**config.mk**
```make
export PLATFORM = sky130hd
export DESIGN_NAME = uart_rom_loader
export DESIGN_NICKNAME = d
export VERILOG_FILES = /design/src/rtl/uart_rom_loader.sv
export SDC_FILE = /design/constraint.sdc
export NUM_CORES = 1
export LEC_CHECK = 0
export ABC_AREA = 1
export CELL_PAD_IN_SITES_DETAIL_PLACEMENT = 0
export CELL_PAD_IN_SITES_GLOBAL_PLACEMENT = 1
export CORE_ASPECT_RATIO = 1.4
export CORE_MARGIN = 5
export CORE_UTILIZATION = 46
export CTS_BUF_LIST = sky130_fd_sc_hd__clkbuf_8
export CTS_CLUSTER_DIAMETER = 40
export DETAILED_ROUTE_END_ITERATION = 7
export PLACE_DENSITY = 0.87
export SYNTH_ARGS = -nofsm -noshare
export SYNTH_HDL_FRONTEND = slang
export SYNTH_SLANG_ARGS = --single-unit
```
**constraint.sdc**
```tcl
create_clock -name clk -period 2.46 [get_ports clk]
set_input_delay 0.369 -clock clk [delete_from_list [all_inputs] [get_ports clk]]
set_output_delay 0.369 -clock clk [all_outputs]
set_load 0.02 [all_outputs]
```
**src/rtl/uart_rom_loader.sv**
```systemverilog
// uart_rom_loader: receives an 8N1 UART image, writes 32-bit words to the ROM and releases core reset on a good checksum.
module uart_rom_loader #(
  parameter int CLK_FREQ = 50_000_000,
  parameter int BAUD     = 115_200,
  parameter int ADDR_W   = 12
) (
  input  logic              clk,
  input  logic              rst_n,
  input  logic              uart_rx_i,
  output logic              rom_we_o,
  output logic [ADDR_W-1:0] rom_waddr_o,
  output logic [31:0]       rom_wdata_o,
  output logic              core_rst_n_o,
  output logic              load_busy_o,
  output logic              load_done_o,
  output logic              load_err_o
);
  localparam int CPB = CLK_FREQ / BAUD;
  localparam int CW = $clog2(CPB + 1);
  localparam logic [16:0] MAX_N = 17'(2 ** ADDR_W);
  typedef enum logic [1:0] {RX_IDLE, RX_START, RX_DATA, RX_STOP} rx_t;
  typedef enum logic [2:0] {IDLE, LEN0, LEN1, DATA, CSUM, DONE, ERR} st_t;
  rx_t rx_st;
  st_t st, nxt;
  logic [1:0] sync;
  logic [CW-1:0] cnt;
  logic [2:0] bit_cnt;
  logic [7:0] sh, len_lo, csum;
  logic [15:0] n_words, wcnt;
  logic [1:0] bc;
  logic [23:0] wbuf;
  logic rx, stop_tick, byte_stb, frm_err;
  logic [16:0] n_rx;
  assign rx = sync[1];
  assign stop_tick = (rx_st == RX_STOP) && (cnt == CW'(CPB - 1));
  assign byte_stb = stop_tick && rx;
  assign frm_err = stop_tick && !rx;
  assign n_rx = {1'b0, sh, len_lo};
  // sync resets high so the idle line never looks like a start bit
  always_ff @(posedge clk or negedge rst_n) begin
    if (!rst_n) begin
      sync <= 2'b11;
      rx_st <= RX_IDLE;
      cnt <= '0;
      bit_cnt <= '0;
      sh <= '0;
    end else begin
      sync <= {sync[0], uart_rx_i};
      case (rx_st)
        RX_IDLE: begin
          cnt <= '0;
          if (!rx) rx_st <= RX_START;
        end
        RX_START: if (cnt == CW'(CPB / 2 - 1)) begin
          cnt <= '0;
          bit_cnt <= '0;
          rx_st <= rx ? RX_IDLE : RX_DATA;
        end else cnt <= cnt + 1'b1;
        RX_DATA: if (cnt == CW'(CPB - 1)) begin
          cnt <= '0;
          sh <= {rx, sh[7:1]};
          bit_cnt <= bit_cnt + 1'b1;
          if (bit_cnt == 3'd7) rx_st <= RX_STOP;
        end else cnt <= cnt + 1'b1;
        RX_STOP: if (stop_tick) begin
          cnt <= '0;
          rx_st <= RX_IDLE;
        end else cnt <= cnt + 1'b1;
      endcase
    end
  end
  always_comb begin
    nxt = st;
    if (frm_err) nxt = ERR;
    else if (byte_stb)
      case (st)
        IDLE, DONE, ERR: nxt = (sh == 8'hA5) ? LEN0 : st;
        LEN0: nxt = LEN1;
        LEN1: nxt = (n_rx > MAX_N) ? ERR : (n_rx == 17'd0) ? CSUM : DATA;
        DATA: nxt = (bc == 2'd3 && wcnt + 16'd1 == n_words) ? CSUM : DATA;
        CSUM: nxt = (sh == csum) ? DONE : ERR;
        default: nxt = ERR;
      endcase
  end
  // outputs are registered from the next state so they change with it
  always_ff @(posedge clk or negedge rst_n) begin
    if (!rst_n) begin
      st <= IDLE;
      rom_we_o <= 1'b0;
      rom_waddr_o <= '0;
      rom_wdata_o <= '0;
      core_rst_n_o <= 1'b0;
      load_busy_o <= 1'b0;
      load_done_o <= 1'b0;
      load_err_o <= 1'b0;
      len_lo <= '0;
      csum <= '0;
      n_words <= '0;
      wcnt <= '0;
      bc <= '0;
      wbuf <= '0;
    end else begin
      st <= nxt;
      load_busy_o <= nxt inside {LEN0, LEN1, DATA, CSUM};
      load_done_o <= nxt == DONE;
      core_rst_n_o <= nxt == DONE;
      load_err_o <= nxt == ERR;
      rom_we_o <= 1'b0;
      if (byte_stb)
        case (st)
          LEN0: begin
            len_lo <= sh;
            csum <= sh;
          end
          LEN1: begin
            n_words <= {sh, len_lo};
            csum <= csum ^ sh;
            wcnt <= '0;
            bc <= '0;
          end
          DATA: begin
            csum <= csum ^ sh;
            bc <= bc + 1'b1;
            wbuf <= {sh, wbuf[23:8]};
            if (bc == 2'd3) begin
              rom_we_o <= 1'b1;
              rom_waddr_o <= wcnt[ADDR_W-1:0];
              rom_wdata_o <= {sh, wbuf};
              wcnt <= wcnt + 16'd1;
            end
          end
          default: ;
        endcase
    end
  end
endmodule

```
==> impl_metrics.ini, run 1 <==
[global_route]
grtUsageTotal_pct = 18.0
grt_overflow = 0
grt_pass1_vias = 5389
grt_first_pass_wirelength_mm = 25.7
grt_max_degree = 52
antenna_found_initial = 0

[setup_path]
end_kind = register
critPathKind = register to register
critical-path-max-stage-delay_ps = 390
path_buf_inv = 7
crit_path_start_kind = register
crit_slowest_cell = dfrtp_1
cp_max_fo = 21
cp.required_ps = 2810
worstPathCellList = inv_2, ha_4, nand2_1, nor3_2, nand2_2, nor2_4, inv_4, nor2_8, inv_4, nor2_4, inv_2, nor2_2, inv_2, nor2_8, buf_12, inv_6, nand2_1, nand2_1
arrival_ps = 2630
critPathTopFamily = simple AND/OR/NAND/NOR gates

[sta]
drv_slew = 0
worstMarginPinSlew_ps = 500
hold_viol = 0
fmax_mhz = 437
slew_headroom_pct = 66.6
min_period_over_period_pct = 93.0
fin_ws_ps = 172
setup_violations = 0
min_period_ps = 2290
finalClockSkew_ps = 12.9

[route]
wl_mm = 15.9
drt_first_pass_iters = 5
drc = 0
drt_iter0_drc = 325
vias = 5466
wl_per_cell_um = 14.9
ant_nets = 0
drt-vias-per-instance = 5.09

[power_and_ir_drop]
total_leakage_power_nw = 3.82
netSwitchingFraction_pct = 22.1
intPower_mw = 3.53
clkPwrFrac_pct = 44.6
combPwrFrac_pct = 1.3
p_sw_mw = 1.00
powerDensity_mw_per_mm2 = 542
p_seq_share_pct = 54.0
ir_drop_mv = 0.372

[logic_synthesis]
synthFlopType = dfrtp_1
yosysSeqAreaShare_pct = 53.6
yosysTopAreaCell = dfrtp_1
synth_top_area_share_pct = 52.8
synthTopCellsByCount = nand2_1, dfrtp_1, o21ai_0, inv_1, nor2_1
syn_inst = 796
ys_warn_count = 0
yosysMostFrequentCell = nand2_1
synth_area_mm2 = 0.00696
synth_cell_types = 45
async_reset_ff_share_pct = 100
ys_seq_elements = 149
synth_area_leaders = dfrtp_1, nand2_1, o21ai_0
synth_nets = 806
synth_area_per_cell_um2 = 8.75
synth_edf_count = 0

[layout]
fillers = 1370
drive_above_1_share_pct = 13.7
area_delta_synth_final_pct = 20.1
diodes = 0
multi_input_area_mm2 = 0.00282
nets = 878
fin_area_mm2 = 0.00837
final-seq-area_mm2 = 0.00373

[clock_tree]
clkTransAtPathRegs_ps = 90
tritoncts = done
htree_levels = 4
clkLatencyLatePin_ps = 440
cts_buffers = 17
max-clock-path-buffers = 2
cts.sinks = 149
root_buffer = clkbuf_8

[placement]
dpl.hpwl_mm = 11.1
io_buffers = 51
routabilityCongestion = 0.894
dpl_cell_area_mm2 = 0.00770
post-place-ws_ps = 134

[die]
initial_utilization_pct = 46.7
ios = 52
design.core.area_mm2 = 0.0149
die_h_um = 156
fp.dieW_um = 114
die_area_mm2 = 0.0177
rows = 53

[hold_path]
hold_path.class = input port to register

[job]
cap_violations = 0

[status]
status = finished clean
[per-stage QoR]
stage	setup TNS (ps)	std cells	power, mW	hold WS (ps)	util [%]
2_1_floorplan	0	796	2.50	73.4	-
3_3_place_gp	0	1026	2.56	339	51.6
3_5_place_dp	0	1026	2.56	346	51.6
4_1_cts	0	1059	4.59	297	54.5
5_1_grt	-58.2	1073	4.72	287	56.1
6_report	0	1073	4.53	319	56.1
[worst register-to-register path: cells and delay by family (launching register included)]
kind	cells	cell delay [ps]
simple gates	10	1080
flops	1	390
fa+ha+maj	1	120
buf+inv	7	580
[cell type report]
type                    instances  share of cell area [%]
clock buffers                  19                    3.13
clock inverters                13                    2.03
inverters                      86                    4.07
multi-input cells             535                    33.7
flip-flops and latches        149                    44.6
well taps                     192                    2.87
repair buffers                 77                    9.44
repair inverters                2                   0.209
[worst paths after layout]
check,end,from,depth (start not counted),slack [ps]
setup / recovery,rom_wdata_o[5],cnt[1],18,170
hold / removal,sync[0],uart_rx_i,1,320
setup reg to reg,rom_wdata_o[5],cnt[1],18,170
hold reg to reg,sync[1],sync[0],0,370
max in group asynchronous,sync[1],rst_n,3,1350
min in group asynchronous,rom_wdata_o[29],rst_n,2,420
[flip-flops by register name (all words and copies together), names as in the netlist, 9 cells and up, named ones only]
signal / flops
rom_wdata_o: 32
wbuf: 24
rom_waddr_o: 12
n_words: 16
wcnt: 16
cnt: 9
[power groups by stage]
stage / sequential [mW] / clock, mW / combinational [mW]
after floorplan: 2.50 / 0 / 0.00149
after global placement: 2.50 / 0 / 0.0616
after detailed placement: 2.50 / 0 / 0.0630
after CTS: 2.45 / 2.08 / 0.0643
after global routing: 2.45 / 2.20 / 0.0720
final: 2.45 / 2.02 / 0.0601
[cells by family (layout without fill, tap and decap cells)]
group	Yosys count	in the layout	share of synthesized area [%]
AND/OR/NAND/NOR	363	363	22.7
XOR/XNOR	20	20	3.11
AO/OA/AOI/OAI	145	145	12.6
adder cells (fa/ha/maj)	7	7	1.26
flip-flops	149	149	53.6
buffers and inverters	112	197	6.72
[placed cells by master, fill, tap and decap left out, types with 9 or more instances in the layout]
master           instances
o22ai_2                 10
o21ai_0                 93
inv_1                   77
nand2_1                240
o21ai_2                 13
clkdlybuf4s50_1         50
buf_4                   19
dfrtp_1                147
clkbuf_8                19
nand4_1                  9
nor2_1                  41
xor2_1                  13
nand3_1                 35
o21ai_1                 14
[layer usage]
layer | part of all wire, % | vias to the layer above | track usage (%)
met5 | 0 | - | 0
met4 | 2.4 | 0 | 6.40
met3 | 3.4 | 34 | 3.22
met2 | 54 | 133 | 33.1
met1 | 40 | 2585 | 20.8
li1 | - | 2714 | -
[repair_timing]
action / 4_1_cts / 5_1_grt
gates resized for setup: 0 / 22
setup endpoints to repair: 0 / 58
setup buffers: 0 / 11
hold buffers: 1 / 0
endpoints found under the hold margin: 47 / 0
(Power assumes the default switching activity.)
==> run 2, diff against run 1 <==
--- a/config.mk
+++ b/config.mk
@@ -10,11 +10,11 @@
 export CELL_PAD_IN_SITES_GLOBAL_PLACEMENT = 1
 export CORE_ASPECT_RATIO = 1.4
 export CORE_MARGIN = 5
-export CORE_UTILIZATION = 46
+export CORE_UTILIZATION = 42
 export CTS_BUF_LIST = sky130_fd_sc_hd__clkbuf_8
 export CTS_CLUSTER_DIAMETER = 40
 export DETAILED_ROUTE_END_ITERATION = 7
-export PLACE_DENSITY = 0.87
+export PLACE_DENSITY = 0.84
 export SYNTH_ARGS = -nofsm -noshare
 export SYNTH_HDL_FRONTEND = slang
 export SYNTH_SLANG_ARGS = --single-unit
==> constraint.sdc (replaced) <==
create_clock -name clk -period 1.9 [get_ports clk]
set_input_delay 0.285 -clock clk [delete_from_list [all_inputs] [get_ports clk]]
set_output_delay 0.285 -clock clk [all_outputs]
set_load 0.02 [all_outputs]
==> run 2 against run 1 <==
Against the previous run: the run now ends with setup timing left; cell count up 10%; register-to-register slack worse by 510 ps; die area up 8.8%; worst hold slack worse by 87 ps; critical path depth down 4; routed wire length up 18%; critical endpoint is now load_err_o; largest power group unchanged; highest routed layer unchanged.
==> impl_metrics.ini, run 2 (synthesized netlist as in run 1, its figures left out) <==
[clock_tree]
cts.sinks = 149
htree_levels = 4
tritoncts = done
root_buffer = clkbuf_8
cts_buffers = 17
clkTransAtPathRegs_ps = 80
clkLatencyLatePin_ps = 460
max-clock-path-buffers = 2

[sta]
setup_violations = 93
finalClockSkew_ps = 11.8
rsz0062_at_grt = yes
min_period_over_period_pct = 118
tns_ps = -15150
slew_headroom_pct = 72.9
fmax_mhz = 447
fin_ws_ps = -338
worstMarginPinSlew_ps = 406
min_period_ps = 2240
hold_viol = 0
hold-worst-slack_ps = 232
drv_slew = 0

[setup_path]
critPathTopFamily = simple AND/OR/NAND/NOR gates
r2r-start = wcnt[1]
cp_common_cell = nand2_1
worstSetupEndpoint = load_err_o
path_buf_inv = 2
cp-startpoint = wcnt[1]
critical-path-max-stage-delay_ps = 440
worstPathCellList = ha_4, nand3_4, nor2_4, nand2_1, nand3_1, nand2_1, nor2_1, nand2_1, nor2_2, buf_4, nand3_1, nand2_2, inv_1, nor3_2
rrSetupSlack_ps = -340
cp.depth = 14
r2r.worst_path.cells = 14
crit_slowest_cell = dfrtp_1
critPathKind = register to register
cp_max_fo = 6
arrival_ps = 2620
r2r-end = load_err_o
cp.required_ps = 2280
end_kind = register
crit_path_start_kind = register

[power_and_ir_drop]
total_power_mw = 5.70
ir_drop_mv = 0.456
powerDensity_mw_per_mm2 = 576
total_leakage_power_nw = 4.59

[route]
drc = 0
wl_mm = 18.7
wl_per_cell_um = 15.8
ant_nets = 0
vias = 5942
drt_first_pass_iters = 5
drt_iter0_drc = 338
drt-vias-per-instance = 5.02

[status]
violations = setup timing
status = finished with violations

[die]
rows = 55
ios = 52
design.core.area_mm2 = 0.0162
die_area_mm2 = 0.0193
initial_utilization_pct = 42.9
die_h_um = 162
fp.dieW_um = 119

[global_route]
grt_pass1_vias = 5789
grt_overflow = 0
grtUsageTotal_pct = 19.0
grt_max_degree = 49
antenna_found_initial = 0
grt_first_pass_wirelength_mm = 29.1

[layout]
multi_input_area_mm2 = 0.00327
largest_reg_flops = 32
final_common_cell = nand2_1
fillers = 1359
top_regs = rom_wdata_o (32), wbuf (24)
nets = 981
diodes = 0
finalNonFillerCells = 1183
fin_util_pct = 61.0
largest-register = rom_wdata_o
area_delta_synth_final_pct = 42.2
fin_area_mm2 = 0.00990
final_cell_mix = nand2_1, dfrtp_1, buf_4
drive_above_1_share_pct = 31.6
final-seq-area_mm2 = 0.00373

[hold_path]
hold_path.class = input port to register
min_path_cells = 1

[placement]
io_buffers = 51
post-place-ws_ps = -312
dpl.hpwl_mm = 11.3
dp.cells = 1107
dpl_cell_area_mm2 = 0.00834
routabilityCongestion = 0.815

[job]
cap_violations = 0
==> run 2: worst min path at each step <==
stage | start | end | slack (ps)
after CTS | uart_rx_i | sync[0] | 200
after global routing | uart_rx_i | sync[0] | 200
final | uart_rx_i | sync[0] | 230
after floorplan | rst_n | asynchronous set/reset pin | -10
after detailed placement | rst_n | wbuf[19] | 230
after global placement | rst_n | wbuf[19] | 230
==> run 2: where the power goes <==
group          total (mW)  internal [mW]  switching [mW]
sequential           3.17           3.17         0.00119
combinational      0.0835         0.0179          0.0655
clock                2.45           1.23            1.22
==> run 2: cell type report <==
class                           instances  share of cell area (%)
Clock buffer                           19                    2.64
Timing Repair Buffer                  176                    18.3
Sequential cell                       149                    37.7
Clock inverter                         13                    1.36
Timing Repair inverter                  6                   0.910
Tap cell                              199                    2.51
Multi-Input combinational cell        535                    33.0
Inverter                               86                    3.48
==> run 2: per-layer routing <==
layer / up-vias / wire, um / track usage (%)
met1: 2881 / 7480 / 21.8
met2: 97 / 10200 / 34.9
met3: 38 / 480 / 3.47
li1: 2926 / - / -
met5: - / 0 / 0
met4: 0 / 583 / 7.17
==> run 2: repair_timing <==
| item | 4_1_cts | 5_1_grt |
|---|---|---|
| pin swaps | 13 | 19 |
| hold endpoints to repair | 35 | 0 |
| gates resized for setup | 91 | 127 |
| endpoints found under the setup margin | 119 | 130 |
| cloned | 10 | 10 |
| setup buffers | 22 | 7 |
| hold buffers | 1 | 0 |
